**src/rtl/wb_ddr_arbiter.sv**
```systemverilog
// rtl/wb_ddr_arbiter.sv - two-master round-robin Wishbone arbiter in front of the DDR controller, with bus watchdog
module wb_ddr_arbiter #(
    parameter int adr_width = 32,
    parameter int dat_width = 32,
    parameter int timeout   = 1024
) (
    input  logic                   clk,
    input  logic                   reset,

    // master 0 (instruction bus)
    input  logic                   m0_cyc,
    input  logic                   m0_stb,
    input  logic                   m0_we,
    input  logic [dat_width/8-1:0] m0_sel,
    input  logic [adr_width-1:0]   m0_adr,
    input  logic [dat_width-1:0]   m0_dat_w,
    output logic [dat_width-1:0]   m0_dat_r,
    output logic                   m0_ack,
    output logic                   m0_err,

    // master 1 (data bus)
    input  logic                   m1_cyc,
    input  logic                   m1_stb,
    input  logic                   m1_we,
    input  logic [dat_width/8-1:0] m1_sel,
    input  logic [adr_width-1:0]   m1_adr,
    input  logic [dat_width-1:0]   m1_dat_w,
    output logic [dat_width-1:0]   m1_dat_r,
    output logic                   m1_ack,
    output logic                   m1_err,

    // shared slave (DDR controller)
    output logic                   s_cyc,
    output logic                   s_stb,
    output logic                   s_we,
    output logic [dat_width/8-1:0] s_sel,
    output logic [adr_width-1:0]   s_adr,
    output logic [dat_width-1:0]   s_dat_w,
    input  logic [dat_width-1:0]   s_dat_r,
    input  logic                   s_ack,
    input  logic                   s_err
);

    localparam int cnt_width = $clog2(timeout) + 1;

    typedef enum logic [1:0] {
        IDLE = 2'd0,
        GNT0 = 2'd1,
        GNT1 = 2'd2
    } state_t;

    state_t state;
    state_t state_nxt;

    // last = index of the master most recently granted; the other one wins a tie
    logic   last;
    logic   last_nxt;

    // cyc/stb of whichever master currently owns the slave (0 in IDLE)
    logic   gnt_cyc;
    logic   gnt_stb;
    logic   wdog_fire;

    // State and round-robin pointer register; reset leaves m0 as the first tie winner
    always_ff @(posedge clk or posedge reset) begin
        if (reset) begin
            state <= IDLE;
            last  <= 1'b1;
        end else begin
            state <= state_nxt;
            last  <= last_nxt;
        end
    end

    // Next-state: arbitrate from IDLE, hold grant while owner keeps cyc, hand over without a bubble
    always_comb begin
        state_nxt = state;
        last_nxt  = last;
        case (state)
            IDLE: begin
                if (m0_cyc && m1_cyc) begin
                    state_nxt = last ? GNT0 : GNT1;
                end else if (m0_cyc) begin
                    state_nxt = GNT0;
                end else if (m1_cyc) begin
                    state_nxt = GNT1;
                end
            end
            GNT0: begin
                if (!m0_cyc) begin
                    last_nxt  = 1'b0;
                    state_nxt = m1_cyc ? GNT1 : IDLE;
                end
            end
            GNT1: begin
                if (!m1_cyc) begin
                    last_nxt  = 1'b1;
                    state_nxt = m0_cyc ? GNT0 : IDLE;
                end
            end
            default: begin
                state_nxt = IDLE;
            end
        endcase
    end

    // Outputs: mux the granted master onto the slave and route ack/err back to it only
    always_comb begin
        gnt_cyc = 1'b0;
        gnt_stb = 1'b0;
        s_we    = 1'b0;
        s_sel   = '0;
        s_adr   = '0;
        s_dat_w = '0;
        case (state)
            GNT0: begin
                gnt_cyc = m0_cyc;
                gnt_stb = m0_stb;
                s_we    = m0_we;
                s_sel   = m0_sel;
                s_adr   = m0_adr;
                s_dat_w = m0_dat_w;
            end
            GNT1: begin
                gnt_cyc = m1_cyc;
                gnt_stb = m1_stb;
                s_we    = m1_we;
                s_sel   = m1_sel;
                s_adr   = m1_adr;
                s_dat_w = m1_dat_w;
            end
            default: begin
                gnt_cyc = 1'b0;
                gnt_stb = 1'b0;
            end
        endcase

        s_cyc  = gnt_cyc;
        // a firing watchdog withdraws the strobe so the slave sees the access abandoned
        s_stb  = gnt_stb & ~wdog_fire;

        m0_ack = (state == GNT0) & s_ack & s_cyc;
        m1_ack = (state == GNT1) & s_ack & s_cyc;
        m0_err = (state == GNT0) & ((s_err & s_cyc) | wdog_fire);
        m1_err = (state == GNT1) & ((s_err & s_cyc) | wdog_fire);
    end

    // read data is broadcast; each master qualifies it with its own ack
    assign m0_dat_r = s_dat_r;
    assign m1_dat_r = s_dat_r;

    generate
        if (timeout == 0) begin : g_no_wdog
            assign wdog_fire = 1'b0;
        end else begin : g_wdog
            localparam logic [cnt_width-1:0] fire_cnt = cnt_width'(timeout - 1);

            logic [cnt_width-1:0] wdog_cnt;

            // Watchdog counter: counts strobed cycles with no slave response, saturating, cleared otherwise
            always_ff @(posedge clk or posedge reset) begin
                if (reset) begin
                    wdog_cnt <= '0;
                end else if (state == IDLE || s_ack || s_err || wdog_fire || !(s_cyc && s_stb)) begin
                    wdog_cnt <= '0;
                end else if (wdog_cnt != {cnt_width{1'b1}}) begin
                    wdog_cnt <= wdog_cnt + 1'b1;
                end
            end

            // a slave response in the final cycle takes precedence over the forced error
            assign wdog_fire = gnt_cyc & gnt_stb & ~s_ack & ~s_err & (wdog_cnt == fire_cnt);
        end
    endgenerate

endmodule

```
**config.mk**
```make
export PLATFORM = sky130hd
export DESIGN_NAME = wb_ddr_arbiter
export DESIGN_NICKNAME = d
export VERILOG_FILES = /design/src/rtl/wb_ddr_arbiter.sv
export SDC_FILE = /design/constraint.sdc
export NUM_CORES = 1
export LEC_CHECK = 0
export CORE_AREA = 3 3 124 126
export DETAILED_ROUTE_END_ITERATION = 8
export DIE_AREA = 0 0 127 129
export MAX_ROUTING_LAYER = met4
export PLACE_DENSITY_LB_ADDON = 0.15
export SETUP_SLACK_MARGIN = 0.15
export SYNTH_ARGS = -nofsm -noshare
export SYNTH_HDL_FRONTEND = slang
export SYNTH_SLANG_ARGS = --single-unit
```
**constraint.sdc**
```tcl
create_clock -name clk -period 2.25 [get_ports clk]
set_clock_uncertainty 0.2 [all_clocks]
set_input_delay 0.45 -clock clk [delete_from_list [all_inputs] [get_ports clk]]
set_output_delay 0.45 -clock clk [all_outputs]
set_load 0.03 [all_outputs]
```
==> results.json, run 1 <==
{
  "grt_pass1_vias": 3501,
  "setup_ws_ns": -0.228,
  "end_kind": "output pin",
  "dp.final_hpwl_um": 8830,
  "cts_buffers": 3,
  "ctsLongestPathBuffers": 2,
  "power_frac_comb_pct": 92.3,
  "synth.avg_cell_area_um2": 7.43,
  "nets": 732,
  "seq_area_frac_synth_pct": 14.4,
  "synth.net_count": 511,
  "hold_violations": 0,
  "synth-edff-count": 0,
  "leakagePower_nw": 2.54,
  "drc": 0,
  "final_common_cell": "clkdlybuf4s50_1",
  "htreeDepth": 1,
  "drt-wirelength-per-cell_um": 18.7,
  "start_util_pct": 16.9,
  "yosysTopAreaCell": "a22oi_1",
  "die_h_um": 129,
  "fin_area_mm2": 0.00676,
  "hp-class": "input port to async pin",
  "detailedRoute.firstPassIterationCount": 4,
  "p_sw_mw": 3.53,
  "path_max_fanout": 6,
  "viasPerCell": 4.55,
  "grt_pass1_wl_um": 20100,
  "postSynthCellCount": 328,
  "clock-sinks": 14,
  "num_io_pins": 317,
  "io_buffers": 220,
  "finalSetupViolCount": 75,
  "antenna_left": 0,
  "syn-cell-area_mm2": 0.00244,
  "p_int_mw": 5.17,
  "grt_max_degree": 21,
  "drv_cap": 0,
  "die_w_um": 127,
  "dieArea_mm2": 0.0164,
  "first_iter_violations": 74,
  "synth_seq_cells": 14,
  "routed_wl_um": 13700,
  "grt_overflow_total": 0,
  "n_antenna_cell": 0,
  "rows": 44,
  "slew-limit-headroom_pct": 61.4,
  "antenna_found_initial": 0,
  "dr_total_vias": 3331,
  "async_flop_share_pct": 100,
  "grtUsageMet1_pct": 18.7,
  "nFillCells": 1345,
  "synthTopCellsByArea": "a22oi_1 (22%), buf_4 (20%), nor2b_1 (18%)",
  "p_sw_share_pct": 40.5,
  "area_growth_pct": 177,
  "worst_skew_pair.late_latency_ns": 0.25,
  "tritoncts": "built",
  "grtUsageMet3_pct": 3.57,
  "multiInputGateArea_mm2": 0.00230,
  "grt_use_met2_pct": 28.6,
  "ys_types": 40,
  "powerDensity_mw_per_mm2": 1290,
  "most-common-layout-cells": "clkdlybuf4s50_1 (143), buf_6 (79), a22oi_2 (70)",
  "pre_cts_slack_ns": -0.437,
  "finalMaxSlewViolations": 0,
  "drive_gt1_share_pct": 62.0,
  "coreArea_mm2": 0.0144,
  "power.share.clock_pct": 4.1,
  "vdd_ir_drop_max_mv": 0.580,
  "tightest_slew_ns": 0.578,
  "cp-start-kind": "register",
  "top_usage_layer": "met2",
  "seq_power_share_pct": 3.6,
  "synth_top_area_share_pct": 21.6,
  "failed_checks": "setup timing",
  "grt_setup_unrepaired": "yes",
  "synth_ff_type": "dfrtp_1",
  "grtUsageTotal_pct": 16.1,
  "ys_warn_count": 0,
  "criticalPathCategory": "register to output pin",
  "clkTransAtPathRegs_ns": 0.05,
  "worstPathRequired_ns": 1.60,
  "period_share_pct": 110,
  "final-seq-area_um2": 353,
  "place.gp.congestion": 0.804,
  "max_clock_freq_mhz": 404,
  "critPathArrivalTime_ns": 1.83,
  "period_minus_slack_ns": 2.48,
  "dpl_cell_area_mm2": 0.00472,
  "cts-root-buf": "clkbuf_16",
  "status": "complete, but fails checks"
}
==> sequential cells by signal, indices dropped and copies added, names as in the netlist <==
signal and count:
g_wdog.wdog_cnt 11, last 1, state 2
==> cell type report <==
class / count / share of cell area (%)
clock buffer: 4 / 1.17
timing repair buffer: 306 / 55.8
multi-input combinational: 218 / 34.1
inverter: 6 / 0.370
sequential: 14 / 5.22
tap: 184 / 3.41
==> path summary, 6_finish.rpt <==
path,from,endpoint,slack [ns],cells past startpoint
max,state[1],m0_ack,-0.23,7
min,reset,g_wdog.wdog_cnt[5],0.36,2
max reg2reg,state[0],g_wdog.wdog_cnt[2],0.05,9
min reg2reg,last,last,0.37,1
max in group asynchronous,reset,state[0],1.08,2
min in group clk,last,last,0.37,1
==> logic make-up after synthesis <==
logic type / after synthesis / share of synthesized area [%]
xor+xnor: 3 / 1.08
flops: 14 / 14.4
compound gates: 89 / 27.2
buf+inv: 96 / 25.0
fa+ha+maj: 5 / 2.57
simple gates: 120 / 29.3
mux: 1 / 0.411
==> what timing repair did <==
action	4_1_cts	5_1_grt
gates resized for setup	235	16
hold buffers	0	0
setup buffers	35	5
cloned	17	3
setup endpoints to repair	79	87
pin swaps	31	24
==> routing by layer <==
layer  vias up  part of all wire [%]  wire length, µm
met5         -                     0                0
met4         0                   1.3              185
met3        17                   8.0             1090
met2       173                    52             7140
met1      1587                    39             5290
li1       1554                     -                -
==> power groups by stage <==
stage	sequential, mW	clock [mW]	combinational, mW
floorplan	0.306	0	2.89
global placement	0.311	0	4.37
detailed placement	0.312	0	4.38
CTS	0.311	0.360	7.84
global route	0.317	0.369	8.42
finish	0.316	0.355	8.03
==> critical path, stage by stage, from the launching register on <==
cell and delay [ns]:
dfrtp_1 0.40, buf_6 0.13, ha_4 0.21, buf_4 0.15, a22o_4 0.24, and2_4 0.15, and3_4 0.16, buf_6 0.13
==> cell usage after synthesis (3+ instances only) <==
| library cell | number |
|---|---|
| a22oi_1 | 70 |
| nor2b_1 | 70 |
| buf_4 | 64 |
| clkbuf_1 | 24 |
| dfrtp_1 | 13 |
| nor2_1 | 12 |
| nand2_1 | 10 |
| inv_1 | 6 |
| ha_1 | 5 |
| a21oi_1 | 4 |
| a22o_1 | 3 |
| and3_1 | 3 |
| nand3_1 | 3 |
| nor3_1 | 3 |
| xnor2_1 | 3 |
==> metrics by stage <==
stage | power (mW) | setup TNS, ns | cells | util, % | hold WS [ns]
after global placement | 4.68 | -1.77 | 668 | 32.7 | 0.333
final | 8.70 | -10.34 | 732 | 46.8 | 0.361
after global routing | 9.11 | -14.77 | 732 | 46.8 | 0.375
after CTS | 8.51 | -10.40 | 724 | 45.7 | 0.362
after floorplan | 3.20 | 0 | 328 | - | 0.139
after detailed placement | 4.70 | -2.74 | 668 | 32.7 | 0.339
Power figures use the tool's default switching activity.
==> run 2: changes to the inputs <==
--- a/config.mk
+++ b/config.mk
@@ -5,11 +5,11 @@
 export SDC_FILE = /design/constraint.sdc
 export NUM_CORES = 1
 export LEC_CHECK = 0
-export CORE_AREA = 3 3 124 126
+export CORE_AREA = 3 3 123 125
 export DETAILED_ROUTE_END_ITERATION = 8
-export DIE_AREA = 0 0 127 129
+export DIE_AREA = 0 0 126 128
 export MAX_ROUTING_LAYER = met4
-export PLACE_DENSITY_LB_ADDON = 0.15
+export PLACE_DENSITY = 0.57
 export SETUP_SLACK_MARGIN = 0.15
 export SYNTH_ARGS = -nofsm -noshare
 export SYNTH_HDL_FRONTEND = slang
==> constraint.sdc (replaced) <==
create_clock -name clk -period 2.9 [get_ports clk]
set_clock_uncertainty 0.2 [all_clocks]
set_input_delay 0.58 -clock clk [delete_from_list [all_inputs] [get_ports clk]]
set_output_delay 0.58 -clock clk [all_outputs]
set_load 0.03 [all_outputs]
==> run 2 against run 1 <==
The flow now finishes without violations. Non-clock buffer count shrank 72. Total power fell by 59%. First-iteration DRC count increased to 2.7 times the previous value. Register-to-register slack better by 0.60 ns. Wire length down 19%. Global-route usage down 3.3 points. Die area is 1.6% lower. Sequential power is 24% lower. Hold slack lost 0.0066 ns. Critical path type unchanged. Core utilization fell by 15 points.
==> results.json, run 2 (same netlist as run 1, synthesis figures left out) <==
{
  "r2r-end": "g_wdog.wdog_cnt[4]",
  "hold_violations": 0,
  "hold_depth": 1,
  "area_growth_pct": 83.5,
  "worstPathRequired_ns": 2.12,
  "tritoncts": "built",
  "grt_pass1_vias": 2876,
  "grtUsageTotal_pct": 12.8,
  "leakagePower_nw": 1.72,
  "num_io_pins": 317,
  "clkTransAtPathRegs_ns": 0.05,
  "tightest_slew_ns": 0.521,
  "viasPerCell": 4.40,
  "dp.final_hpwl_um": 9240,
  "vdd_ir_drop_max_mv": 0.525,
  "first_iter_violations": 198,
  "cts-root-buf": "clkbuf_16",
  "criticalPathCategory": "register to output pin",
  "cpLargestDelayFamily": "buffers and inverters",
  "cp-start-kind": "register",
  "final_common_cell": "clkdlybuf4s50_1",
  "antenna_found_initial": 0,
  "grt_max_degree": 68,
  "clock-sinks": 14,
  "path_max_fanout": 67,
  "most-common-layout-cells": "clkdlybuf4s50_1 (141), buf_4 (74), a22oi_1 (70), nor2b_1 (70), dfrtp_1 (13)",
  "powerDensity_mw_per_mm2": 803,
  "nFillCells": 1521,
  "detailedRoute.firstPassIterationCount": 4,
  "top_register": "g_wdog.wdog_cnt",
  "wirelength_met1_um": 4290,
  "htreeDepth": 1,
  "drive_gt1_share_pct": 22.3,
  "grt_setup_unrepaired": "yes",
  "n_antenna_cell": 0,
  "die_h_um": 128,
  "cp_cell_sequence": "inv_1, ha_2, buf_12, a22oi_1, nor2b_1, buf_12",
  "io_buffers": 220,
  "fin_hold_ws_ns": 0.354,
  "dr_total_vias": 2884,
  "largest_reg_flops": 11,
  "period_minus_slack_ns": 2.68,
  "crit_top_cell": "buf_12",
  "period_share_pct": 92.3,
  "drt-wirelength-per-cell_um": 16.9,
  "total_power_mw": 3.59,
  "cts_buffers": 3,
  "grt_pass1_wl_um": 16300,
  "slew-limit-headroom_pct": 64.3,
  "finalMaxSlewViolations": 0,
  "dieArea_mm2": 0.0161,
  "hold_end": "state[1]",
  "r2r_slack_ns": 0.65,
  "finalSetupViolCount": 0,
  "rows": 43,
  "antenna_left": 0,
  "worst_skew_pair.late_latency_ns": 0.25,
  "end_kind": "output pin",
  "timing.rr.start": "state[1]",
  "met3_length_um": 771,
  "top_regs": "g_wdog.wdog_cnt x11, state x2, last x1",
  "setup_ws_ns": 0.222,
  "ctsLongestPathBuffers": 2,
  "reg2reg_depth": 6,
  "routed_wl_um": 11100,
  "top_layer": "met4",
  "start_util_pct": 17.4,
  "slowest_stage": "dfrtp_1",
  "max_clock_freq_mhz": 373,
  "coreArea_mm2": 0.0140,
  "post_cts_buffers": 0,
  "grt_overflow_total": 0,
  "nets": 660,
  "pre_cts_slack_ns": -0.257,
  "drc": 0,
  "path_buf_inv": 3,
  "place.gp.congestion": 0.844,
  "holdCritStartpoint": "state[1]",
  "wl_met2_um": 5850,
  "critPathArrivalTime_ns": 1.90,
  "critical-path-max-stage-delay_ns": 0.41,
  "die_w_um": 126,
  "status": "finished clean",
  "drv_cap": 0,
  "hp-class": "register to register"
}
run 2: cell count changes in the layout (fill, tap and decap cells not counted), sizes merged:
| cell | previous run | this run |
|---|---|---|
| clkdlybuf4s50 | 143 | 141 |
| buf | 160 | 88 |
| clkdlybuf4s15 | 1 | 2 |
| clkbuf | 6 | 4 |
| dlymetal6s2s | 0 | 2 |
| dlygate4sd2 | 0 | 1 |
run 2: worst max-delay path by stage:
stage	from	end	depth (start not counted)	slack, ns
2_1_floorplan	state[0]	s_adr[0]	6	0.32
3_3_place_gp	s_err	s_stb	5	-0.21
3_5_place_dp	s_err	s_stb	5	-0.26
4_1_cts	m0_cyc	m0_ack	6	0.16
5_1_grt	state[0]	s_adr[1]	6	0.11
6_report	state[0]	s_adr[16]	6	0.22
run 2: area by class of cell:
type | count | area (µm²) | area share (%)
flip-flops and latches | 14 | 352 | 7.86
inverters | 6 | 22.5 | 0.504
repair buffers | 234 | 2280 | 51.0
clock buffers | 4 | 88.8 | 1.99
well taps | 180 | 225 | 5.04
multi-input cells | 218 | 1510 | 33.7
run 2: power breakdown:
| group | total (mW) | switching (mW) | leakage [nW] | internal, mW |
|---|---|---|---|---|
| clock network | 0.292 | 0.0832 | 0.0442 | 0.209 |
| registers | 0.239 | 0.0186 | 0.190 | 0.221 |
| logic | 3.06 | 1.71 | 1.49 | 1.35 |
run 2: layer usage:
layer	GRT usage, %	up-vias
li1	-	1394
met1	14.6	1332
met2	22.8	142
met3	3.08	16
met4	2.71	0
met5	-	-
run 2: metrics by stage:
step	setup TNS (ns)	util (%)	instances	instance area, µm²
global placement	-0.314	31.0	652	4340
detailed placement	-0.422	31.0	652	4340
floorplan	0	-	328	2440
CTS	0	31.9	656	4460
finish	0	32.0	656	4470
global route	0	32.0	656	4470
run 2: timing repair:
action / CTS / global route
pin swaps: 5 / 2
endpoints found under the setup margin: 5 / 10
hold buffers: 0 / 0
resized for setup: 10 / 4
